===== src/rtl/floor_request_latch.sv =====
// rtl/floor_request_latch.sv - latches debounced floor call buttons and clears them on stable service
// Define FLOOR_REQUEST_DEBOUNCE_EN for counter debounce; otherwise presses are rising-edge detected.
module floor_request_latch #(
  parameter int DEBOUNCE_CYCLES = 3,
  parameter int SERVICE_TICKS   = 4
) (
  input  logic       clk,
  input  logic       rst,
  input  logic       en,
  input  logic [5:0] buttons,
  input  logic [3:0] floor,
  input  logic       direction,
  output logic [5:0] floors_triggered,
  output logic [2:0] pending_count,
  output logic       busy,
  output logic       last_dir
);

  if (DEBOUNCE_CYCLES < 1 || DEBOUNCE_CYCLES > 15) begin : g_bad_debounce
    $error("DEBOUNCE_CYCLES must be in 1..15");
  end
  if (SERVICE_TICKS < 1 || SERVICE_TICKS > 15) begin : g_bad_service
    $error("SERVICE_TICKS must be in 1..15");
  end

  localparam logic [3:0] SVC_MAX = 4'(SERVICE_TICKS);

  logic [5:0] set_pulse;
  logic [5:0] clr_mask;
  logic [3:0] stab_cnt;
  logic [3:0] prev_floor;
  logic       service;

`ifdef FLOOR_REQUEST_DEBOUNCE_EN
  localparam logic [3:0] DB_MAX = 4'(DEBOUNCE_CYCLES);

  logic [3:0] db_cnt [6];

  always_ff @(posedge clk) begin
    for (int k = 0; k < 6; k++) begin
      if (rst || !buttons[k]) begin
        db_cnt[k] <= 4'd0;
      end else if (db_cnt[k] != DB_MAX) begin
        db_cnt[k] <= db_cnt[k] + 4'd1;
      end
    end
  end

  // Fires only on the sample that carries the counter into saturation.
  always_comb begin
    set_pulse = 6'd0;
    for (int k = 0; k < 6; k++) begin
      set_pulse[k] = buttons[k] && (db_cnt[k] == DB_MAX - 4'd1);
    end
  end
`else
  logic [5:0] prev_buttons;

  always_ff @(posedge clk) begin
    if (rst) begin
      prev_buttons <= 6'd0;
    end else begin
      prev_buttons <= buttons;
    end
  end

  assign set_pulse = buttons & ~prev_buttons;
`endif

  // Dwell counter: any movement restarts it, en only gates counting.
  always_ff @(posedge clk) begin
    if (rst) begin
      stab_cnt   <= 4'd0;
      prev_floor <= 4'd0;
    end else begin
      prev_floor <= floor;
      if (floor != prev_floor) begin
        stab_cnt <= 4'd0;
      end else if (en && stab_cnt != SVC_MAX) begin
        stab_cnt <= stab_cnt + 4'd1;
      end
    end
  end

  assign service  = (stab_cnt == SVC_MAX) && !floor[0] && (floor <= 4'd10);
  assign clr_mask = service ? (6'b000001 << floor[3:1]) : 6'd0;

  always_ff @(posedge clk) begin
    if (rst) begin
      floors_triggered <= 6'd0;
      last_dir         <= 1'b1;
    end else begin
      floors_triggered <= (floors_triggered | set_pulse) & ~clr_mask;
      if ((floors_triggered & clr_mask) != 6'd0) begin
        last_dir <= direction;
      end
    end
  end

  always_comb begin
    pending_count = 3'd0;
    for (int k = 0; k < 6; k++) begin
      pending_count = pending_count + 3'(floors_triggered[k]);
    end
  end

  assign busy = |floors_triggered;

endmodule


===== config.mk =====
export PLATFORM = sky130hd
export DESIGN_NAME = floor_request_latch
export DESIGN_NICKNAME = d
export VERILOG_FILES = /design/src/rtl/floor_request_latch.sv
export SDC_FILE = /design/constraint.sdc
export NUM_CORES = 1
export LEC_CHECK = 0
export CORE_MARGIN = 1.5
export CORE_UTILIZATION = 51
export CTS_CLUSTER_SIZE = 16
export DETAILED_ROUTE_END_ITERATION = 8
export PLACE_DENSITY_LB_ADDON = 0.2
export SYNTH_ARGS = -nofsm -noshare
export SYNTH_HDL_FRONTEND = slang
export SYNTH_SLANG_ARGS = --single-unit

===== constraint.sdc =====
create_clock -name clk -period 3.5 [get_ports clk]
set_input_delay 0.35 -clock clk [delete_from_list [all_inputs] [get_ports clk]]
set_output_delay 0.35 -clock clk [all_outputs]
set_load 0.1 [all_outputs]

==> impl_metrics.env, run 1 <==
export IMPL_status="complete, no violations"
export IMPL_cpLargestDelayFamily="adder cells"
export IMPL_maxSlewViolCount=0
export IMPL_antenna_found_initial=0
export IMPL_worst_path_stages=7
export IMPL_drtIter0Drc=15
export IMPL_finClkSkew_ns=0.005321
export IMPL_slowest_delay_ns=0.55
export IMPL_final_cell_mix="21 x dfxtp_1, 21 x clkdlybuf4s50_1, 13 x inv_1, 9 x nor2_1, 8 x nor2b_1"
export IMPL_layout_drive_gt1_share_pct=10.24
export IMPL_place_congestion=0.8091
export IMPL_crit_fanout=4
export IMPL_detail_route_antenna_nets=0
export IMPL_nets=149
export IMPL_clock_fmax_mhz=325.6
export IMPL_hold_start="stab_cnt[1]$_SDFFE_PP0P_"
export IMPL_synth_cells=103
export IMPL_reg2reg_to="floors_triggered[5]$_SDFF_PP0_"
export IMPL_p_switching_uw=255.9
export IMPL_synth_net_count=124
export IMPL_clock_latency_ns=0.31
export IMPL_port_buffers=24
export IMPL_grt_pass1_wl_um=3008
export IMPL_cts_tree="done"
export IMPL_die_h_um=47.55
export IMPL_syn_avg_cell_area_um2=9.827
export IMPL_clk_pin_slew_ns=0.12
export IMPL_dpl_hpwl_um=1460
export IMPL_grt_ovfl_total=0
export IMPL_grt_max_degree=20
export IMPL_die_area_mm2=0.002261
export IMPL_crit_arrival_ns=2.72
export IMPL_ys_ff_latch=21
export IMPL_cts_root_buf="clkbuf_4"
export IMPL_wl_per_cell_um=12.12
export IMPL_synthToLayoutAreaGrowth_pct=28.31
export IMPL_rsz0062_at_grt="no"
export IMPL_syn_area_mm2=0.001012
export IMPL_holdPathStages=2
export IMPL_p_clk_share_pct=19.0
export IMPL_drtPass1Iterations=4
export IMPL_htree_levels=1
export IMPL_cts_resized=0
export IMPL_reg2regPathDepth=5
export IMPL_cts_sinks=21
export IMPL_vias=760
export IMPL_start_kind="flop"
export IMPL_numCtsBuffers=3
export IMPL_powerDensity_mw_per_mm2=479.7
export IMPL_tightest_slew_ns=0.9782
export IMPL_worstReg2RegStart="stab_cnt[0]$_SDFFE_PP0P_"
export IMPL_setup_worst_path_end_class="output pin"
export IMPL_drv_cap=0
export IMPL_route_detailed_drc=0
export IMPL_final_util_pct=72.08
export IMPL_path_cells="fa_1 -> inv_1 -> fa_1 -> inv_1 -> ha_1 -> fa_2 -> buf_12"
export IMPL_die_w_um=47.55
export IMPL_fin_crit_sh_pct=87.74
export IMPL_power_frac_seq_pct=41.5
export IMPL_start_util_pct=56.18
export IMPL_worst_path_max_delay_cell="fa_2"
export IMPL_post_cts_buffers=0
export IMPL_hold_buffers=0
export IMPL_critPathKind="flop to output pin"
export IMPL_switching_share_pct=41.08
export IMPL_p_leak_nw=0.5166
export IMPL_insertedDiodeCount=0
export IMPL_setup_viol=0
export IMPL_min_to="stab_cnt[1]$_SDFFE_PP0P_"
export IMPL_synthDistinctLibCells=29
export IMPL_intPower_uw=367.0
export IMPL_ys_warn_count=0
export IMPL_grt_total_usage_pct=19.16
export IMPL_tns_ns=0
export IMPL_seq_area_frac_synth_pct=41.53
export IMPL_io_pins=25
export IMPL_via_per_inst=5.000
export IMPL_period_minus_slack_ns=3.071
export IMPL_hold_viol_final=0
export IMPL_placementRows=15
export IMPL_critPathBufInv=3
export IMPL_hold_path_class="flop to flop"
export IMPL_grt_pass1_vias=715
export IMPL_comb_power_share_pct=39.5
export IMPL_core_area_mm2=0.001802
export IMPL_irDropWorstVdd_uv=335.6
export IMPL_clockBufferDepth=2
export IMPL_r2r_slack_ns=2.08
export IMPL_cp_required_ns=3.15
export IMPL_wl_um=1842
export IMPL_maxSlewHeadroom_pct=34.58
## synthesized netlist by cell type, drive strengths merged
| cell type | count | area share, % |
|---|---|---|
| nor3 | 2 | 1.5 |
| nand2b | 4 | 2.5 |
| nor2b | 8 | 4.9 |
| nand4 | 2 | 1.2 |
| buf | 2 | 1.2 |
| nor4 | 1 | 1.2 |
| fa | 3 | 5.9 |
| a221oi | 4 | 3.5 |
| nand3b | 1 | 0.74 |
| xor2 | 3 | 2.6 |
| dfxtp | 21 | 42 |
| nand2 | 3 | 1.1 |
| a211oi | 3 | 2.7 |
| nand3 | 3 | 1.5 |
| and3 | 1 | 0.62 |
| a21oi | 3 | 1.5 |
| inv | 13 | 4.8 |
| xnor2 | 4 | 3.5 |
| nor4b | 1 | 1.5 |
| nor2 | 9 | 3.3 |
| clkbuf | 2 | 0.74 |
| nor3b | 1 | 0.74 |
| o21ai | 1 | 0.49 |
| mux2i | 3 | 3.0 |
| ha | 4 | 4.9 |
| nand4bb | 1 | 2.7 |
## power groups by stage
stage                     clock network (mW)  logic (mW)  registers, mW
after floorplan                            0       0.149          0.301
after global placement                     0       0.244          0.263
after detailed placement                   0       0.248          0.264
after CTS                              0.121       0.248          0.259
after global routing                   0.129       0.257          0.260
final                                  0.118       0.246          0.259
## metal layers
layer	routed length, um	track usage [%]	vias to the layer above
met3	56	2.264	6
li1	-	-	388
met2	924	34.59	17
met4	31	8.108	0
met1	830	22.88	349
met5	0	0	-
## metrics by stage
step | instances | power, mW | cell area, um2 | setup WS, ns | hold slack (ns)
floorplan | 103 | 0.4501 | 1015 | 0.2152 | 0.4618
global placement | 148 | 0.5075 | 1271 | 0.8178 | 0.4782
detailed placement | 148 | 0.5116 | 1271 | 0.7739 | 0.4978
CTS | 152 | 0.6278 | 1299 | 0.4160 | 0.5148
global route | 152 | 0.6459 | 1299 | 0.3679 | 0.5391
finish | 152 | 0.6230 | 1299 | 0.4291 | 0.5048
## how the worst max path moves through the flow
stage	start	endpoint	slack [ns]
floorplan	floors_triggered[0]$_SDFF_PP0_	pending_count[1]	0.22
global placement	floors_triggered[0]$_SDFF_PP0_	pending_count[1]	0.82
detailed placement	floors_triggered[0]$_SDFF_PP0_	pending_count[1]	0.77
CTS	floors_triggered[0]$_SDFF_PP0_	pending_count[1]	0.42
global route	floors_triggered[0]$_SDFF_PP0_	pending_count[1]	0.37
finish	floors_triggered[0]$_SDFF_PP0_	pending_count[1]	0.43
## kinds of logic (layout without fill, tap and decap cells)
family	Yosys count	after routing	share of synthesized area, %
adder cells (fa/ha/maj)	7	7	10.88
multiplexers	3	3	2.967
AND/OR/NAND/NOR	37	37	23.61
flip-flops	21	21	41.53
XOR/XNOR	7	7	6.057
AO/OA/AOI/OAI	11	11	8.156
buffers and inverters	17	41	6.799
## final cells by class
class | count | area [um2]
Fill cell | 157 | 503.0
Multi-Input combinational cell | 65 | 525.5
Tap cell | 25 | 31.28
Timing Repair Buffer | 24 | 245.2
Clock buffer | 3 | 22.52
Sequential cell | 21 | 420.4
Clock inverter | 1 | 5.005
Inverter | 13 | 48.80
## worst min-delay path, stage by stage, from the launching register on
cell and delay [ns]:
dfxtp_1 0.35, nand2_1 0.06, a21oi_1 0.05
## registers in the layout, indices dropped and copies added (netlist names)
register	cells
last_dir	1
floors_triggered	6
prev_floor	4
prev_buttons	6
stab_cnt	4
(Power assumes the default switching activity.)
==> run 2: changes to the inputs <==
Settings changed: CAP_MARGIN from default to 5.
==> results of run 2 <==
No change in the layout: final DEF, timing and power equal those of run 1.
==> run 3: changes to the inputs <==
Settings changed: CORE_UTILIZATION 51 to 43, SETUP_SLACK_MARGIN from default to 0.2.
Clock period 3.5 ns to 2.6 ns, I/O delays scaled along.
==> run 3 against run 2 <==
Net effect:
- the flow now finishes with violations (negative setup slack)
- clock power is 33% higher
- via count increased by 2.2%
- clock-buffer cell count unchanged
- die area rose by 17%
- wire length increased by 8.8%
- worst setup slack got worse by 0.76 ns
- largest cell class unchanged
==> impl_metrics.env, run 3 (same netlist as run 1, synthesis figures left out) <==
export IMPL_hold_start="prev_buttons[5]$_SDFF_PP0_"
export IMPL_placed_cells=154
export IMPL_htree_levels=1
export IMPL_status="finished with violations"
export IMPL_power_frac_seq_pct=39.3
export IMPL_drtIter0Drc=11
export IMPL_intPower_uw=528.6
export IMPL_wl_um=2005
export IMPL_reg2regPathDepth=6
export IMPL_grt_pass1_vias=819
export IMPL_final_cell_mix="16 x dfxtp_1, 13 x clkdlybuf4s50_1, 12 x inv_1, 12 x buf_4, 9 x nor2_1"
export IMPL_violations="negative setup slack"
export IMPL_core_area_mm2=0.002212
export IMPL_io_pins=25
export IMPL_period_minus_slack_ns=2.927
export IMPL_grt_ovfl_total=0
export IMPL_clockBufferDepth=2
export IMPL_port_buffers=24
export IMPL_crit_fanout=2
export IMPL_die_area_mm2=0.002654
export IMPL_final_common_cell="dfxtp_1"
export IMPL_start_kind="flop"
export IMPL_critPathKind="flop to output pin"
export IMPL_worstReg2RegStart="stab_cnt[0]$_SDFFE_PP0P_"
export IMPL_clk_pin_slew_ns=0.12
export IMPL_clock_latency_ns=0.31
export IMPL_p_leak_nw=0.5531
export IMPL_wl_per_cell_um=12.61
export IMPL_maxSlewViolCount=0
export IMPL_fin_crit_sh_pct=112.6
export IMPL_reg_top3="floors_triggered x6, prev_buttons x6"
export IMPL_setup_worst_path_end_class="output pin"
export IMPL_dpl_hpwl_um=1611
export IMPL_setup_viol=2
export IMPL_finalInstanceArea_mm2=0.001364
export IMPL_switching_share_pct=40.14
export IMPL_comb_power_share_pct=42.9
export IMPL_r2r_slack_ns=1.16
export IMPL_hold_viol_final=0
export IMPL_cts_root_buf="clkbuf_4"
export IMPL_cp_required_ns=2.34
export IMPL_numCtsBuffers=3
export IMPL_hold_buffers=0
export IMPL_antenna_found_initial=0
export IMPL_postLayoutSetupSlackWorst_ns=-0.3270
export IMPL_die_h_um=51.52
export IMPL_cts_sinks=21
export IMPL_insertedDiodeCount=0
export IMPL_via_per_inst=4.887
export IMPL_irDropWorstVdd_uv=321.6
export IMPL_grt_total_usage_pct=18.05
export IMPL_tightest_slew_ns=0.3710
export IMPL_hold_path_class="flop to flop"
export IMPL_p_total_uw=883.1
export IMPL_start_util_pct=45.76
export IMPL_placementRows=17
export IMPL_cts_tree="done"
export IMPL_synthToLayoutAreaGrowth_pct=34.73
export IMPL_nets=153
export IMPL_powerDensity_mw_per_mm2=647.5
export IMPL_place_area_mm2=0.001319
export IMPL_grt_max_degree=14
export IMPL_crit_arrival_ns=2.67
export IMPL_rsz0062_at_grt="yes"
export IMPL_holdPathStages=2
export IMPL_p_switching_uw=354.5
export IMPL_maxSlewHeadroom_pct=75.19
export IMPL_place_congestion=0.7767
export IMPL_fin_cells=159
export IMPL_die_w_um=51.52
export IMPL_clock_fmax_mhz=341.6
export IMPL_tns_ns=-0.4542
export IMPL_layout_drive_gt1_share_pct=24.43
export IMPL_min_to="floors_triggered[5]$_SDFF_PP0_"
export IMPL_detail_route_antenna_nets=0
export IMPL_reg2reg_to="last_dir$_SDFFE_PP1P_"
export IMPL_num_fill_cells=201
export IMPL_hold_ws_ns=0.5000
export IMPL_drv_cap=0
export IMPL_finClkSkew_ns=0.003362
export IMPL_p_clk_share_pct=17.8
export IMPL_drtPass1Iterations=4
export IMPL_route_detailed_drc=0
export IMPL_grt_pass1_wl_um=3512
export IMPL_vias=777
## run 3: power groups by stage
stage	Combinational, mW	Clock [mW]	Sequential, mW
final	0.379	0.157	0.347
after global routing	0.395	0.176	0.350
after CTS	0.380	0.164	0.347
after detailed placement	0.368	0	0.354
after global placement	0.364	0	0.353
after floorplan	0.204	0	0.406
## run 3: through the flow
| step | worst slack, ns | utilization [%] |
|---|---|---|
| global route | -0.3963 | 61.65 |
| finish | -0.3270 | 61.65 |
| CTS | -0.3397 | 61.65 |
| detailed placement | -0.003127 | 59.62 |
| floorplan | -0.2477 | - |
| global placement | 0.01852 | 59.62 |
## run 3: layer usage
layer  vias to the layer above  track usage (%)  wire length, um
li1                        396                -                -
met3                         6            3.736               75
met4                         0            9.649               46
met2                        16            32.26             1065
met5                         -                0                0
met1                       359            19.89              817
## run 3: area by class of cell
| class | count | area [um2] | area share, % |
|---|---|---|---|
| tap | 28 | 35.03 | 2.569 |
| multi-input combinational | 65 | 538.0 | 39.45 |
| clock buffer | 3 | 22.52 | 1.651 |
| timing repair buffer | 28 | 280.3 | 20.55 |
| sequential | 21 | 434.2 | 31.83 |
| clock inverter | 1 | 5.005 | 0.3670 |
| inverter | 13 | 48.80 | 3.578 |
## run 3: how the worst max path moves through the flow
stage,slack [ns],to,startpoint
floorplan,-0.25,pending_count[1],floors_triggered[1]$_SDFF_PP0_
global placement,0.02,pending_count[1],floors_triggered[1]$_SDFF_PP0_
detailed placement,-0.003,pending_count[1],floors_triggered[1]$_SDFF_PP0_
CTS,-0.34,pending_count[1],floors_triggered[1]$_SDFF_PP0_
global route,-0.40,pending_count[1],floors_triggered[1]$_SDFF_PP0_
finish,-0.33,pending_count[1],floors_triggered[1]$_SDFF_PP0_
## run 3: timing repair
action	4_1_cts	5_1_grt
resized for setup	2	0
setup endpoints to repair	3	3
pin swaps	1	0
setup buffers	1	0
## run 3: worst max-delay path: stages, from the launching register on
cell     delay, ns
dfxtp_4       0.37
fa_1          0.53
inv_1         0.05
fa_1          0.49
inv_2         0.05
ha_4          0.15
fa_2          0.55
buf_12        0.17
